## config.mk

```make
export PLATFORM = sky130hd
export DESIGN_NAME = uart_rx_deframer
export DESIGN_NICKNAME = d
export VERILOG_FILES = /design/src/rtl/uart_rx_deframer.sv
export SDC_FILE = /design/constraint.sdc
export NUM_CORES = 1
export LEC_CHECK = 0
export ABC_AREA = 1
export CORE_ASPECT_RATIO = 0.7
export CORE_MARGIN = 5
export CORE_UTILIZATION = 40
export CTS_CLUSTER_DIAMETER = 120
export DETAILED_ROUTE_END_ITERATION = 12
export PLACE_DENSITY = 0.7
export SLEW_MARGIN = 15
export SYNTH_ARGS = -nofsm -noshare
export SYNTH_HDL_FRONTEND = slang
export SYNTH_SLANG_ARGS = --single-unit
```

## constraint.sdc

```tcl
create_clock -name clk -period 2.9 [get_ports clk]
set_input_delay 0.435 -clock clk [delete_from_list [all_inputs] [get_ports clk]]
set_output_delay 0.435 -clock clk [all_outputs]
set_load 0.02 [all_outputs]
```

## src/rtl/uart_rx_deframer.sv

```systemverilog
// uart_rx_deframer: 8N1 UART receiver that packs WIDTH/8 bytes, first byte least significant, into one word.
module uart_rx_deframer #(
    parameter int WIDTH        = 8,
    parameter int CLKS_PER_BIT = 16
) (
    input  logic             clk,
    input  logic             rst_n,
    input  logic             rxd,
    output logic [WIDTH-1:0] p,
    output logic             valid,
    output logic             frame_err
);
    localparam int NB = WIDTH / 8;
    localparam int H  = CLKS_PER_BIT / 2;
    localparam int TW = $clog2(CLKS_PER_BIT);
    localparam int BW = NB > 1 ? $clog2(NB) : 1;

    typedef enum logic [2:0] {IDLE, START, DATA, STOP, BREAK} state_t;

    state_t           state, state_n;
    logic [1:0]       sync;
    logic             rxd_s;
    logic [TW-1:0]    timer, timer_n;
    logic [2:0]       bit_cnt, bit_n;
    logic [7:0]       shift, shift_n;
    logic [WIDTH-1:0] stage, stage_n, p_n;
    logic [BW-1:0]    bcnt, bcnt_n;
    logic             valid_n, ferr_n, tick, half;

    assign rxd_s = sync[1];
    assign tick  = timer == TW'(CLKS_PER_BIT - 1);
    assign half  = timer == TW'(H - 1);

    always_ff @(posedge clk) begin
        if (!rst_n) begin
            sync      <= 2'b11;
            state     <= IDLE;
            timer     <= '0;
            bit_cnt   <= '0;
            shift     <= '0;
            stage     <= '0;
            bcnt      <= '0;
            p         <= '0;
            valid     <= 1'b0;
            frame_err <= 1'b0;
        end else begin
            sync      <= {sync[0], rxd};
            state     <= state_n;
            timer     <= timer_n;
            bit_cnt   <= bit_n;
            shift     <= shift_n;
            stage     <= stage_n;
            bcnt      <= bcnt_n;
            p         <= p_n;
            valid     <= valid_n;
            frame_err <= ferr_n;
        end
    end

    always_comb begin
        state_n = state;
        timer_n = timer + 1'b1;
        bit_n   = bit_cnt;
        shift_n = shift;
        stage_n = stage;
        bcnt_n  = bcnt;
        p_n     = p;
        valid_n = 1'b0;
        ferr_n  = 1'b0;
        case (state)
            IDLE: begin
                timer_n = '0;
                if (!rxd_s) state_n = START;
            end
            START: if (half) begin
                timer_n = '0;
                bit_n   = '0;
                state_n = rxd_s ? IDLE : DATA;
            end
            DATA: if (tick) begin
                timer_n = '0;
                shift_n = {rxd_s, shift[7:1]};
                bit_n   = bit_cnt + 1'b1;
                if (bit_cnt == 3'd7) state_n = STOP;
            end
            STOP: if (tick) begin
                timer_n = '0;
                if (rxd_s) begin
                    state_n = IDLE;
                    for (int k = 0; k < NB; k++)
                        if (bcnt == BW'(k)) stage_n[8*k +: 8] = shift;
                    // Last byte of the word publishes the freshly completed staging word
                    if (bcnt == BW'(NB - 1)) begin
                        p_n     = stage_n;
                        valid_n = 1'b1;
                        bcnt_n  = '0;
                    end else begin
                        bcnt_n = bcnt + 1'b1;
                    end
                end else begin
                    state_n = BREAK;
                    stage_n = '0;
                    bcnt_n  = '0;
                    ferr_n  = 1'b1;
                end
            end
            BREAK: begin
                timer_n = '0;
                if (rxd_s) state_n = IDLE;
            end
            default: state_n = IDLE;
        endcase
    end
endmodule

```

After elaboration in Yosys (flattened, before gate mapping)
Cells that the tools add are included.

word-level totals
  bits in registers = 39
  logic and storage cells = 59
  input bits = 3
  output and inout port bits = 10

cells by class
  muxes and demuxes = 21
  $add $sub $neg = 3
  bitwise gates (word level) = 1
  eq/ne operators = 13
  reductions and logical operators = 11

operators with widths
  cell                   number
  $mux W3                9
  $mux W8                2
  $pmux W3 S5            1
  $ne A2 B2 Y1 const B   6
  $pmux W4 S3            1
  $mux W4                2
  $reduce_and A4 Y1      2
  $eq A3 B2 Y1 const B   2
  $eq A3 B3 Y1 const B   2
  $pmux W3 S2            1
  $reduce_and A3 Y1      2
  $reduce_and A6 Y1      1
  $add A4 B1 Y4 const B  1
  $eq A4 B3 Y1 const B   1
  $eq A4 B4 Y1 const B   1
  $mux W1                4
  $reduce_and A2 Y1      2
  $reduce_or A2 Y1       2
  $add A3 B1 Y3 const B  1
  $eq A3 B1 Y1 const B   1
  $logic_not A3 Y1       1
  $mux W2                1
  $reduce_bool A2 Y1     1
  $add A1 B1 Y1 const B  1
  $not A1 Y1             1

Longest topological paths before layout
Gate-level depths: netlist of the first run.

  word-level depth = 4
  depth in mapped cells = 10
  mapped depth without buffers = 10

Worst setup path before layout of the first run
Ideal clock, no wire load.

  path type = reg-to-reg
  start = register timer[0]
  end = register state[0]
  cell stages (with the launch flop) = 9
  required time = 2.787 ns
  data arrival time = 1.116 ns
  path slack = 1.672 ns
  path buffers = 0
  setup time = 0.113 ns
  clock period less this slack = 1.228 ns
  path through = dfxtp_1 ha_1 nand3_2 nand2_2 inv_2 nor2_4 nand2_2 nor2_1 nor2_1

on the way
  word-level cells in the longest chain between the ends = 3
  elaborated cells on any way between the ends = 6
  those cells by class = eq/ne (5); reduce/logical (1)

RTL lines
  element                                              RTL line  RTL
  from (decl)                                          23        logic [TW-1:0] timer, timer_n;
  from (signal assigned)                               49        timer <= timer_n;
  $eq A4 B3 Y1 / $eq A4 B4 Y1 (equally long branches)  32, 31
  $ne A2 B2 Y1 (no source line)                        --
  $reduce_and A6 Y1 (no source line) *                 --
  to (signal assigned)                                 48        state <= state_n;
  to (decl)                                            20        state_t state, state_n;

Mark *: on every way between the ends. The rest lies on a longest branch, timed or not.
A chain may end at the register's enable or synchronous reset.

Worst setup path after layout of the first run
  start = register p[3]
  end = output p[3]

RTL lines
  element                 RTL line  RTL
  from (decl)             9         output logic [WIDTH-1:0] p,
  from (signal assigned)  54        p <= p_n;

No word-level cell between the ends.

==> flow_metrics.tcl, run 1 <==
set metrics [dict create \
    outcome "complete, no violations" \
    min_path_cells 1 \
    cts-buffers-inserted 5 \
    drv_slew 0 \
    synth_simple_gate_area_share_pct 33.17 \
    synth.area.mux_share_pct 0 \
    routed_wl_um 2173 \
    power.internal_uw 729.9 \
    yosysSeqAreaShare_pct 48.10 \
    cts_resized 0 \
    port_buffers 12 \
    hold_ws_ns 0.4123 \
    tightest_slew_ns 0.2923 \
    ant_nets 0 \
    fp.dieW_um 76.78 \
    placed_cells 212 \
    ctsHtreeMaxLevel 2 \
    switching_share_pct 33.23 \
    cts.sinks 30 \
    syn_area_um2 1249 \
    post_dp_cell_area_um2 1401 \
    wl_per_cell_um 9.968 \
    antenna_found_initial 0 \
    period_minus_slack_ns 1.642 \
    rows 17 \
    synth-edff-count 0 \
    cts_root_buffer "clkbuf_8" \
    pwr-share-comb_pct 26.7 \
    synth_top_area_share_pct 48.10 \
    drive_above_1_share_pct 11.67 \
    post-route-util_pct 48.11 \
    critPathArrivalTime_ns 1.21 \
    ys_types 24 \
    crit_type "flop to output port" \
    io_pins 13 \
    firstDrtPassIters 4 \
    post-route-period-util_pct 56.63 \
    synth-adder-area-share_pct 3.006 \
    drv_cap 0 \
    syn_nets 170 \
    hold_violations 0 \
    worst_ep_required_time_ns 2.47 \
    clockPowerShare_pct 29.4 \
    design_area_um2 1484 \
    path_cells "clkdlybuf4s50_1" \
    clockBufferDepth 2 \
    cpPeakStageDelay_ns 0.60 \
    timing.fmax_mhz 608.9 \
    start_util_pct 40.49 \
    synth_top_family_by_area "simple AND/OR/NAND/NOR gates" \
    insertion_delay_ns 0.28 \
    cp_slowest_cell "clkdlybuf4s50_1" \
    yosysTopAreaCell "dfxtp_1" \
    drc 0 \
    grt_max_degree 23 \
    p_switching_uw 363.2 \
    cts_tree "yes" \
    grt_overflow 0 \
    vdd_ir_drop_max_v 0.0002651 \
    synth_seq_cells 30 \
    synth_compound_area_share_pct 8.918 \
    worst-r2r-cell-count 6 \
    cts_setup_buffers 0 \
    p_leak_uw 0.0006396 \
    critPathCaptureType "output port" \
    core_um2 3084 \
    gp_congestion 0.8553 \
    design.die.area_um2 4357 \
    rsz0062_at_grt "false" \
    worst_hold_path_type "flop to flop" \
    worst-path-buf-inv 1 \
    setup_viol 0 \
    path_max_fanout 2 \
    synth.avg_cell_area_um2 7.614 \
    via_per_inst 4.674 \
    power_density_nw_per_um2 736.7 \
    stdcell_count 218 \
    hold_buffers 0 \
    grt_pass1_vias 894 \
    yosys-top-cells-count "52 x nor2_1, 30 x dfxtp_1, 20 x nand2_1" \
    yosysWarnings 0 \
    die_y_um 56.75 \
    worstSetupStartpointType "flop" \
    yosysMostFrequentCell "nor2_1" \
    critPathTopFamily "buffers and inverters" \
    first_iter_violations 98 \
    fin_skew_ns 0.001830 \
    final_nets 187 \
    clkSlewWorstSetupHoldPaths_ns 0.06 \
    dp_hpwl_um 1628 \
    relSlewSlack_pct 80.47 \
    num_vias 1019 \
    grt_pass1_wl_um 3905 \
    synth_ff_type "dfxtp_1" \
    synthTopCellsByArea "dfxtp_1 48%, nor2_1 16%, o21ai_0 6.8%" \
    track_usage_pct 11.46 \
    crit_cells 1 \
    synth_xor_area_share_pct 0.7014 \
    async_reset_ff_share_pct 0 \
    n_antenna_cell 0 \
    syn_inst 164 \
    finalSetupTns_ns 0 \
    p_seq_share_pct 43.9 \
    syn_to_final_growth_pct 18.84 \
]
==> per-layer routing <==
metal / vias to the layer above / wire length [µm] / GRT usage (%)
li1: 547 / - / -
met1: 440 / 1092 / 15.40
met2: 27 / 896 / 14.75
met3: 5 / 124 / 4.167
met4: 0 / 60 / 8.229
met5: - / 0 / 0
==> final timing paths <==
path                            slack, ns     start  endpoint
worst max-delay path                 1.26      p[3]      p[3]
worst min-delay path                 0.41   sync[0]   sync[1]
worst max register to register       1.34  timer[0]  shift[2]
worst min register to register       0.41   sync[0]   sync[1]
==> cell families (layout without fill, tap and decap cells) <==
| group | count (synthesis) | count (layout) |
|---|---|---|
| simple gates | 92 | 92 |
| compound gates | 21 | 21 |
| flops | 30 | 30 |
| fa+ha+maj | 3 | 3 |
| xor+xnor | 1 | 1 |
| buf+inv | 17 | 33 |
==> power by group through the flow <==
stage / clock, µW / combinational (µW) / sequential [µW]
after floorplan: 0 / 249 / 479
after global placement: 0 / 284 / 487
after detailed placement: 0 / 290 / 488
after CTS: 334 / 291 / 479
after global routing: 353 / 323 / 485
final: 322 / 292 / 480
==> cell type report <==
class                           instances  area, µm²
Timing Repair Buffer                   13      127.6
Sequential cell                        30      600.6
Fill cell                             276       1600
Tap cell                               38      47.55
Multi-Input combinational cell        117      571.8
Clock buffer                            6      82.58
Inverter                               14      53.80
==> through the flow <==
stage	total power [µW]	worst slack [ns]
final	1093	1.258
after global routing	1161	1.162
after detailed placement	778.0	1.221
after CTS	1104	1.235
after global placement	771.7	1.244
after floorplan	727.0	1.672
==> registers in the layout, summed over array words and instances, names as in the netlist <==
signal and count:
bit_cnt 3, frame_err 1, p 8, shift 8, state 3, sync 2
timer 4, valid 1
==> cells in the final DEF (no fill, tap or decap) <==
cell              n
a211oi_1          1
a21oi_1           2
buf_4             1
clkbuf_8          6
clkdlybuf4s50_1  12
clkinv_2          1
dfxtp_1          30
ha_1              3
inv_1            12
inv_2             1
nand2_1          20
nand2_2           3
nand3_1           5
nand3_2           1
nand3_4           1
nand3b_1          2
nor2_1           52
nor2_2            2
nor2_4            2
nor3_1            2
o21ai_0          17
o21ai_2           1
or2_2             2
xor2_1            1
(Power assumes the default switching activity.)
==> run 2: changes to the inputs <==
--- a/config.mk
+++ b/config.mk
@@ -11,7 +11,7 @@
 export CORE_UTILIZATION = 40
 export CTS_CLUSTER_DIAMETER = 120
 export DETAILED_ROUTE_END_ITERATION = 12
-export PLACE_DENSITY = 0.7
+export PLACE_DENSITY = 0.72
 export SLEW_MARGIN = 15
 export SYNTH_ARGS = -nofsm -noshare
 export SYNTH_HDL_FRONTEND = slang
==> constraint.sdc (replaced) <==
create_clock -name clk -period 1.3 [get_ports clk]
set_input_delay 0.195 -clock clk [delete_from_list [all_inputs] [get_ports clk]]
set_output_delay 0.195 -clock clk [all_outputs]
set_load 0.02 [all_outputs]
==> flow_metrics.tcl, run 2 (synthesized netlist as in run 1, its figures left out) <==
set metrics [dict create \
    outcome "complete, no violations" \
    path_max_fanout 4 \
    rows 17 \
    worstSetupStartpointType "flop" \
    fin_skew_ns 0.004399 \
    final_cell_mix "48 x nor2_1, 25 x dfxtp_1, 18 x nand2_1" \
    period_minus_slack_ns 1.247 \
    min_path_cells 1 \
    routed_wl_um 2395 \
    dp_hpwl_um 1610 \
    syn_to_final_growth_pct 29.36 \
    post_dp_cell_area_um2 1424 \
    hold_violations 0 \
    ant_nets 0 \
    p_leak_uw 0.0007391 \
    track_usage_pct 11.76 \
    insertion_delay_ns 0.28 \
    power_uw 2552 \
    regArea_um2 606.8 \
    via_per_inst 4.584 \
    grt_pass1_vias 921 \
    ctsHtreeMaxLevel 2 \
    relSlewSlack_pct 81.28 \
    num_vias 1036 \
    timing.fmax_mhz 801.8 \
    die_y_um 56.75 \
    design.die.area_um2 4357 \
    cts_root_buffer "clkbuf_8" \
    n_antenna_cell 0 \
    hold_buffers 0 \
    timing.rr.start "timer[1]" \
    crit_type "flop to flop" \
    core_um2 3084 \
    design_area_um2 1615 \
    cts_tree "yes" \
    drv_cap 0 \
    critPathArrivalTime_ns 1.42 \
    grt_max_degree 22 \
    gp_congestion 0.8017 \
    drv_slew 0 \
    fill_cells 302 \
    grt_overflow 0 \
    fp.dieW_um 76.78 \
    final_nets 195 \
    vdd_ir_drop_max_v 0.0007160 \
    timing.rr.end "timer[1]" \
    tightest_slew_ns 0.2804 \
    worst_hold_path_type "flop to flop" \
    cts.sinks 30 \
    power_density_nw_per_um2 1580 \
    fin_ws_ns 0.05282 \
    wl_per_cell_um 10.60 \
    worst-r2r-cell-count 8 \
    grt_pass1_wl_um 3953 \
    setup_viol 0 \
    firstDrtPassIters 4 \
    clockBufferDepth 2 \
    worst_ep_required_time_ns 1.47 \
    final_common_cell "nor2_1" \
    critPathCaptureType "flop" \
    clkSlewWorstSetupHoldPaths_ns 0.05 \
    io_pins 13 \
    post-place-ws_ns -0.05465 \
    drc 0 \
    antenna_found_initial 0 \
    multi_input_area_um2 648.1 \
    drive_above_1_share_pct 26.06 \
    start_util_pct 40.49 \
    cts-buffers-inserted 5 \
    port_buffers 12 \
    reg_top3 "p x8, shift x8, timer x4" \
    min_to "sync[1]" \
    post-route-period-util_pct 95.94 \
    first_iter_violations 38 \
    r2r_slack_ns 0.05 \
    hold_start "sync[0]" \
    rsz0062_at_grt "true" \
]
## run 2: worst max-delay path by stage
stage	startpoint	end	slack [ns]	cells after the start
2_1_floorplan	timer[0]	state[0]	0.07	8
3_3_place_gp	timer[1]	timer[1]	0.002	8
3_5_place_dp	timer[0]	bit_cnt[0]	-0.05	6
4_1_cts	bit_cnt[0]	state[0]	0.01	10
5_1_grt	timer[1]	state[2]	-0.07	8
6_report	timer[1]	timer[1]	0.05	8
## run 2: per-layer routing
metal | share of wire (%) | global-route usage, %
met5 | 0 | 0
met1 | 52 | 14.79
met3 | 4.4 | 4.808
met2 | 41 | 16.44
met4 | 2.8 | 7.481
## run 2: where the power goes
part / total (µW) / internal [µW] / switching [µW]
Sequential: 1100 / 994 / 107
Clock: 715 / 407 / 308
Combinational: 736 / 283 / 453
## run 2: final cells by class
type / count / area share (%)
sequential: 30 / 37.57
timing repair buffer: 20 / 10.84
multi-input combinational: 118 / 40.12
tap: 38 / 2.943
inverter: 14 / 3.408
clock buffer: 6 / 5.112
## run 2: critical path, cell delays in order, from the launching register on
cell	delay [ns]
dfxtp_2	0.35
ha_4	0.18
nand2_4	0.06
nor2_4	0.13
nor2_2	0.06
nor2_4	0.16
o21ai_2	0.08
nand2_1	0.08
nor2_1	0.04
## run 2: metrics by stage
| stage | util, % | hold WS, ns | std cells | TNS (ns) |
|---|---|---|---|---|
| after global routing | 52.37 | 0.4490 | 226 | -0.5439 |
| after floorplan | - | 0.3016 | 164 | 0 |
| after detailed placement | 46.17 | 0.3999 | 215 | -0.7585 |
| final | 52.37 | 0.4162 | 226 | 0 |
| after CTS | 49.61 | 0.4136 | 222 | 0 |
| after global placement | 46.17 | 0.3963 | 215 | 0 |
## run 2: what timing repair did
item / CTS / global route
buffers inserted: 1 / 3
cloned: 0 / 1
pin swaps: 2 / 5
gates resized for setup: 20 / 22
setup endpoints to repair: 34 / 25
==> run 3: changes to the inputs <==
--- a/config.mk
+++ b/config.mk
@@ -11,6 +11,7 @@
 export CORE_UTILIZATION = 40
 export CTS_CLUSTER_DIAMETER = 120
 export DETAILED_ROUTE_END_ITERATION = 12
+export HOLD_SLACK_MARGIN = 0.03
 export PLACE_DENSITY = 0.72
 export SLEW_MARGIN = 15
 export SYNTH_ARGS = -nofsm -noshare
==> results of run 3 <==
No change in the layout: final DEF, timing and power equal those of run 2.
